## src/rtl/tick_gen_pkg.sv

```systemverilog
// Shared constants and helpers for the multi-channel tick generator.
// Clock rates, rate-to-divisor helper, and well-known channel indices.
package tick_gen_pkg;

    localparam int unsigned CLK_FREQ_HW  = 100_000_000;
    localparam int unsigned CLK_FREQ_SIM = 1_000;

    localparam int CH_1HZ   = 0;
    localparam int CH_2HZ   = 1;
    localparam int CH_500HZ = 2;
    localparam int CH_BLINK = 3;

    function automatic int unsigned hz_to_div(
        input int unsigned freq_clk,
        input int unsigned hz
    );
        return freq_clk / hz;
    endfunction

endpackage

```

## src/rtl/tick_gen_channel.sv

```systemverilog
// One tick channel: wrap counter, divisor register, tick pulse, level.
// Ports: clk_100mhz, rst_n, run_en (global run), clear, ld/ld_div
// (divisor load), tick/level outputs, div (divisor readback).
module tick_gen_channel
    import tick_gen_pkg::*;
#(
    parameter int             CNT_W   = 32,
    parameter logic [CNT_W-1:0] DIV_RST = '0
) (
    input  logic             clk_100mhz,
    input  logic             rst_n,
    input  logic             run_en,
    input  logic             clear,
    input  logic             ld,
    input  logic [CNT_W-1:0] ld_div,
    output logic             tick,
    output logic             level,
    output logic [CNT_W-1:0] div
);

    logic [CNT_W-1:0] cnt_q, cnt_d;
    logic [CNT_W-1:0] div_q, div_d;
    logic             tick_q, tick_d;
    logic             level_q, level_d;
    logic             run;
    logic             wrap;

    // A zero divisor parks the channel; div_q-1 is never reached then.
    assign run  = run_en && (div_q != '0);
    assign wrap = run && (cnt_q == div_q - CNT_W'(1));

    always_comb begin
        cnt_d   = cnt_q;
        div_d   = div_q;
        tick_d  = 1'b0;
        level_d = level_q;
        if (clear) begin
            cnt_d   = '0;
            level_d = 1'b0;
            if (ld) div_d = ld_div;
        end else if (ld) begin
            // Restarting the count gives a clean first period.
            div_d = ld_div;
            cnt_d = '0;
        end else if (wrap) begin
            cnt_d   = '0;
            tick_d  = 1'b1;
            level_d = ~level_q;
        end else if (run) begin
            cnt_d = cnt_q + CNT_W'(1);
        end
    end

    always_ff @(posedge clk_100mhz or negedge rst_n) begin
        if (!rst_n) begin
            cnt_q   <= '0;
            div_q   <= DIV_RST;
            tick_q  <= 1'b0;
            level_q <= 1'b0;
        end else begin
            cnt_q   <= cnt_d;
            div_q   <= div_d;
            tick_q  <= tick_d;
            level_q <= level_d;
        end
    end

    assign tick  = tick_q;
    assign level = level_q;
    assign div   = div_q;

endmodule

```

## src/rtl/tick_gen_multi.sv

```systemverilog
// NUM_CH independent tick-enable generators with runtime divisors.
// Ports: clk_100mhz, rst_n, pause, clear, wr_en/wr_ch/wr_div (divisor
// write), tick/level per channel, div_rd packed divisors (ch0 in LSBs).
module tick_gen_multi
    import tick_gen_pkg::*;
#(
`ifdef SIMULATION
    parameter int unsigned CLK_FREQ = CLK_FREQ_SIM,
`else
    parameter int unsigned CLK_FREQ = CLK_FREQ_HW,
`endif
    parameter int NUM_CH = 4,
    parameter int CNT_W  = 32,
    parameter logic [NUM_CH*CNT_W-1:0] DIV_INIT =
        (NUM_CH*CNT_W)'({
            CNT_W'(hz_to_div(CLK_FREQ, 5)),
            CNT_W'(hz_to_div(CLK_FREQ, 500)),
            CNT_W'(hz_to_div(CLK_FREQ, 2)),
            CNT_W'(hz_to_div(CLK_FREQ, 1))
        }),
    localparam int CH_W = (NUM_CH > 1) ? $clog2(NUM_CH) : 1
) (
    input  logic                    clk_100mhz,
    input  logic                    rst_n,
    input  logic                    pause,
    input  logic                    clear,
    input  logic                    wr_en,
    input  logic [CH_W-1:0]         wr_ch,
    input  logic [CNT_W-1:0]        wr_div,
    output logic [NUM_CH-1:0]       tick,
    output logic [NUM_CH-1:0]       level,
    output logic [NUM_CH*CNT_W-1:0] div_rd
);

    logic run_en;

    assign run_en = ~pause;

    for (genvar g = 0; g < NUM_CH; g++) begin : g_ch
        logic ld;

        // Indices >= NUM_CH match no channel and are dropped.
        assign ld = wr_en && (wr_ch == CH_W'(g));

        tick_gen_channel #(
            .CNT_W   (CNT_W),
            .DIV_RST (DIV_INIT[g*CNT_W +: CNT_W])
        ) u_ch (
            .clk_100mhz (clk_100mhz),
            .rst_n      (rst_n),
            .run_en     (run_en),
            .clear      (clear),
            .ld         (ld),
            .ld_div     (wr_div),
            .tick       (tick[g]),
            .level      (level[g]),
            .div        (div_rd[g*CNT_W +: CNT_W])
        );
    end

endmodule

```

## config.mk

```make
export PLATFORM = sky130hd
export DESIGN_NAME = tick_gen_multi
export DESIGN_NICKNAME = d
export VERILOG_FILES = /design/src/rtl/tick_gen_pkg.sv /design/src/rtl/tick_gen_channel.sv /design/src/rtl/tick_gen_multi.sv
export SDC_FILE = /design/constraint.sdc
export NUM_CORES = 1
export LEC_CHECK = 0
export ABC_AREA = 1
export BUFFER_PORTS_ARGS = -buffer_cell sky130_fd_sc_hd__buf_2
export CORE_ASPECT_RATIO = 1.2
export CORE_MARGIN = 2
export CORE_UTILIZATION = 58
export DETAILED_ROUTE_END_ITERATION = 10
export PLACE_DENSITY_LB_ADDON = 0.12
export SLEW_MARGIN = 20
export SYNTH_ARGS = -nofsm -noshare
export SYNTH_HDL_FRONTEND = slang
export SYNTH_SLANG_ARGS = --single-unit
```

## constraint.sdc

```tcl
create_clock -name clk_100mhz -period 3.2 [get_ports clk_100mhz]
set_clock_uncertainty 0.05 [all_clocks]
set_input_delay 0.32 -clock clk_100mhz [delete_from_list [all_inputs] [get_ports clk_100mhz]]
set_output_delay 0.32 -clock clk_100mhz [all_outputs]
set_load 0.02 [all_outputs]
```

Word level (Yosys, flattened, before mapping):

Cells that the tools add are included.

* bits in registers: 264
* input bits: 39
* output and inout port bits: 136
* logic and storage cells: 109

* $add $sub $neg: 8
* equal/unequal tests: 11
* mux-type cells: 40
* bitwise operators: 5
* reductions and logical operators: 29

Operators with widths (number)
* $mux 32: 16
* $add 32x1->32 const B: 4
* $eq 32x32->1: 4
* $reduce_bool 32->1: 4
* $sub 32x1->32 const B: 4
* $mux 1: 24
* $reduce_bool 4->1: 4
* $logic_and 1x1->1: 12
* $ne 2x2->1 const B: 4
* $reduce_and 2->1: 4
* $reduce_bool 2->1: 4
* $not 1->1: 5
* $eq 2x2->1 const B: 2
* $eq 2x1->1 const B: 1
* $logic_not 2->1: 1

Logic depth before layout (Yosys ltp):

* depth in word-level cells: 6
* gate-level depth with buffers: 18
* depth with buffers taken out: 17

Modules after synthesis:

Synthesis repeated with hierarchy kept, for this count alone.

* cells, all modules: 3520
* area total of the unflattened synthesis: 22281.4 um^2

Modules (own cells, without submodules)
* tick_gen_channel (g_ch[0].u_ch ...): instances 2, cells an instance 875, area an instance 5637.9 um^2, sequential area each 1666.6 um^2
* tick_gen_channel (g_ch[2].u_ch): instances 1, cells an instance 875, area an instance 5630.4 um^2, sequential area each 1659.1 um^2
* tick_gen_channel (g_ch[3].u_ch): instances 1, cells an instance 886, area an instance 5341.4 um^2, sequential area each 1661.6 um^2
* tick_gen_multi: instances 1, cells an instance 9, area an instance 33.8 um^2, sequential area each 0.0 um^2

Worst setup path before layout:

OpenSTA, ideal clock, no wires.

* path type: reg-to-reg
* start point: register g_ch[2].u_ch.div_q[0]
* end point: register g_ch[2].u_ch.cnt_q[22]
* setup time: 117 ps
* arrival: 2232 ps
* data required time: 3033 ps
* path slack: 802 ps
* stages on the path, launching flop included: 17
* path buffers: 1
* clock period less this slack: 2398 ps
* path through: dfrtp_1 inv_1 ha_1 nand2_4 nor2_8 nand2_4 o21ai_2 nand2_1 nand2_1 nand2_1 nor2_1 nand2_1 nor2_2 nand2_4 buf_6 nand2_1 nand2_1

* longest elaborated chain between the ends: 6
* elaborated cells between the ends (all ways): 9
* classes of those cells: add/sub (1); eq/ne (1); mux (3); reduce/logical (4)

RTL lines
* start: declaration: RTL line tick_gen_channel.sv:22 `logic [CNT_W-1:0] div_q, div_d;`
* start signal: assignment: RTL line tick_gen_channel.sv:62 `div_q <= div_d;`
* $sub 32x1->32 or $reduce_bool 32->1 (tied branches): RTL line tick_gen_channel.sv:30, tick_gen_channel.sv:29
* $eq 32x32->1 or $logic_and 1x1->1 (tied branches): RTL line tick_gen_channel.sv:30, tick_gen_channel.sv:29
* $logic_and 1x1->1: RTL line tick_gen_channel.sv:30 `assign wrap = run && (cnt_q == div_q - CNT_W'(1));`
* $mux 32: RTL line tick_gen_channel.sv:45 `end else if (wrap) begin`
* $mux 32: RTL line tick_gen_channel.sv:41 `end else if (ld) begin`
* $mux 32: RTL line tick_gen_channel.sv:37 `if (clear) begin`
* end signal: assignment: RTL line tick_gen_channel.sv:61 `cnt_q <= cnt_d;`
* end: declaration: RTL line tick_gen_channel.sv:21 `logic [CNT_W-1:0] cnt_q, cnt_d;`

Parallel ways exist; a longest one is shown, timed or not.
A chain may end at the register's enable or synchronous reset.

Worst setup path after layout:

* start point: register g_ch[1].u_ch.div_q[0]
* end point: register g_ch[1].u_ch.cnt_q[22]

* longest elaborated chain between the ends: 6
* elaborated cells between the ends (all ways): 9
* classes of those cells: add/sub (1); eq/ne (1); mux (3); reduce/logical (4)

RTL lines (RTL line)
* start: declaration: tick_gen_channel.sv:22
* start signal: assignment: tick_gen_channel.sv:62
* $sub 32x1->32 or $reduce_bool 32->1 (tied branches): tick_gen_channel.sv:30, tick_gen_channel.sv:29
* $eq 32x32->1 or $logic_and 1x1->1 (tied branches): tick_gen_channel.sv:30, tick_gen_channel.sv:29
* $logic_and 1x1->1: tick_gen_channel.sv:30
* $mux 32: tick_gen_channel.sv:45
* $mux 32: tick_gen_channel.sv:41
* $mux 32: tick_gen_channel.sv:37
* end signal: assignment: tick_gen_channel.sv:61
* end: declaration: tick_gen_channel.sv:21

Parallel ways exist; a longest one is shown, timed or not.

==> results_dict.tcl <==
set metrics [dict create \
    rows 74 \
    endpoint_kind_of_the_worst_setup_timing_path "flip-flop" \
    ys_top_cells_by_area "dfrtp_1, nand2_1, nor2_1, inv_1, xor2_1" \
    timing_hold_violations_final 0 \
    global_route.overflow_total 0 \
    worst-path-buf-inv 2 \
    die_y_um 208 \
    synth-edff-count 0 \
    async_flop_share 1.00 \
    cp_max_stage_delay_ns 0.41 \
    final_area_mm2 0.0227 \
    antenna_found_initial 3 \
    crit_path_frequent_cell "nand2_1" \
    synth_top_area_cell "dfrtp_1" \
    worst-slew-pin-transition_ns 0.902 \
    clk_latency_ns 0.58 \
    timing.critical_path.arrival_ns 3.37 \
    antenna_violating_nets_post_route 0 \
    cap_viol_max_count 0 \
    grt_first_pass_wirelength_um 110000 \
    finalWirelength_um 70600 \
    coreArea_mm2 0.0341 \
    cts_max_level 1 \
    tot_gr_track_use 0.382 \
    layout_commonest_cell "nand2_1" \
    synthCells 3147 \
    finalCritPeriodShare 0.927 \
    route.detailed.drc 0 \
    routedWlPerCell_um 18.6 \
    synth_nets 3198 \
    total_power_w 0.0112 \
    drt-initial-drc-count 1854 \
    detailed_place.area_mm2 0.0214 \
    tns_ns 0 \
    result_of_the_run "finished, final reports clean" \
    clkSlewWorstSetupHoldPaths_ns 0.06 \
    viasPerCell 5.60 \
    synth_top_area_frac 0.281 \
    synth_ff_type "dfrtp_1" \
    final.setup.worst_slack_ns 0.233 \
    nets 3365 \
    dr_total_vias 21272 \
    cell_at_the_root_of_the_clock_tree "clkbuf_16" \
    timing.critical_path.from_type "flip-flop" \
    die_width_um 174 \
    synth_seq_area_share 0.331 \
    timing.critical_path.max_delay_family "simple AND/OR/NAND/NOR gates" \
    timing.final.setup_violations 0 \
    path_cells "inv_1 -> ha_1 -> nand2_2 -> nor2_4 -> nand2_2 -> o21ai_1 -> nand2_1 -> nand2_1 -> nand2_1 -> nor2_1 -> nand2_1 -> nor2_2 -> nand2_2 -> buf_4 -> nand2_1 -> o21ai_1" \
    synth.cell_area_mm2 0.0201 \
    worstSetupPathType "flip-flop to flip-flop" \
    detail_route.first_pass.iterations 6 \
    ir_worst_vdd_mv 0.447 \
    gp_congestion 1.02 \
    ys_ff_latch 264 \
    numCtsBuffers 30 \
    synthToLayoutAreaGrowth_pct 12.8 \
    period_minus_slack_ns 2.97 \
    detailedPlace.worstSlack_ns 0.300 \
    die_area_mm2 0.0362 \
    dp_hpwl_um 54800 \
    final_layout_size_suffix_gt1_frac 0.114 \
    synth_cell_types 44 \
    grt_start_max_net_pins 83 \
    hold_path.class "primary input to flip-flop" \
    crit_required_ns 3.60 \
    start_util 0.591 \
    port-buffer-count 174 \
    cp_max_fo 12 \
    number_of_global_route_vias_before_repair 20088 \
    num_io_pins 175 \
    layout_common_cells "nand2_1, nor2_1, inv_1, nand3_1, dfrtp_1" \
    crit_slowest_cell "dfrtp_1" \
    powerDensity_mw_per_mm2 491 \
    slew_violations 0 \
    clockBufferDepth 3 \
    numClockSinks 264 \
    synthesis.yosys.warnings 0 \
    maxClockFrequency_mhz 337 \
    post_synth.cell_area_avg_um2 6.39 \
    timing.max_slew.rel_slack 0.398 \
    grt_setup_unrepaired "false" \
    cts_tree "built" \
    p_leak_nw 11.7 \
]
==> area by class of cell <==
type | count | area, um2
inverter | 393 | 1480
sequential | 264 | 6650
clock inverter | 13 | 208
antenna | 4 | 10.0
timing repair buffer | 220 | 1320
tap | 456 | 571
multi-input combinational | 2405 | 11600
fill | 3168 | 11400
clock buffer | 43 | 871
==> metrics by stage <==
stage	std cells	util	hold slack (ns)
floorplan	3147	-	-0.0256
global placement	3722	0.629	0.304
detailed placement	3722	0.629	0.314
CTS	3794	0.666	0.00765
global route	3796	0.666	0.0249
finish	3798	0.666	0.0246
==> timing repair <==
item	4_1_cts	5_1_grt
setup endpoints to repair	0	54
setup buffers	0	0
hold endpoints to repair	80	0
resized for setup	0	2
hold buffers	16	0
==> path summary, 6_finish.rpt <==
kind / from / to / slack, ns / depth (start not counted)
max in group asynchronous: rst_n / g_ch[3].u_ch.div[16] / 1.97 / 3
hold / removal: wr_div[20] / g_ch[0].u_ch.div[20] / 0.02 / 3
setup reg to reg: g_ch[1].u_ch.div[0] / g_ch[1].u_ch.cnt_q[22] / 0.23 / 16
hold reg to reg: g_ch[1].u_ch.cnt_q[7] / g_ch[1].u_ch.cnt_q[7] / 0.49 / 2
min in group asynchronous: rst_n / g_ch[2].u_ch.cnt_q[25] / 0.23 / 2
setup / recovery: g_ch[1].u_ch.div[0] / g_ch[1].u_ch.cnt_q[22] / 0.23 / 16
==> logic make-up after synthesis <==
kind of cell | Yosys count | share of synthesized area
simple gates | 1971 | 0.419
xor+xnor | 217 | 0.0955
flops | 264 | 0.331
buf+inv | 478 | 0.0949
compound gates | 205 | 0.0521
fa+ha+maj | 12 | 0.00746
==> Yosys cell counts (2+ instances only) <==
cell type	n
or2_2	5
nor2_2	31
nand4_1	66
xnor2_1	63
nor2_4	14
dfstp_2	38
dfrtp_1	226
nor4_1	16
inv_1	390
buf_4	8
buf_6	8
nand3_2	3
nor3_1	52
nor2_1	429
and2_1	6
clkbuf_1	55
o21ai_2	2
buf_1	2
a31oi_1	2
nor3_2	3
nand2_1	1038
o21bai_1	3
buf_2	11
nand2_4	6
a21oi_1	12
ha_1	12
nand3_1	257
and3_1	3
xor2_1	152
inv_2	2
nand3b_1	23
o21ai_0	167
nand2_2	15
o21ai_1	17
==> routing by layer <==
metal / part of all wire / global-route usage
met5: 0 / 0
met4: 0.060 / 0.201
met3: 0.082 / 0.0583
met2: 0.47 / 0.636
met1: 0.39 / 0.481
==> worst reg2reg max path: stages, from the launching register on <==
cell	delay [ns]
dfrtp_1	0.41
inv_1	0.17
ha_1	0.27
nand2_2	0.16
nor2_4	0.24
nand2_2	0.11
o21ai_1	0.27
nand2_1	0.10
nand2_1	0.12
nand2_1	0.06
nor2_1	0.10
nand2_1	0.08
nor2_2	0.14
nand2_2	0.20
buf_4	0.25
nand2_1	0.07
o21ai_1	0.06
==> power breakdown <==
group / total (W) / internal (W) / switching (W) / leakage (nW)
clock network: 0.00380 / 0.00229 / 0.00151 / 0.514
logic: 0.00307 / 0.000989 / 0.00208 / 7.81
registers: 0.00428 / 0.00367 / 0.000608 / 3.41
total: 0.0112 / 0.00695 / 0.00420 / 11.7
==> registers in the layout (all words and copies together) (netlist names) <==
name and cells:
g_ch.u_ch.tick 4, g_ch.u_ch.cnt_q 128, g_ch.u_ch.div 128, g_ch.u_ch.level 4
Power figures use the tool's default switching activity.
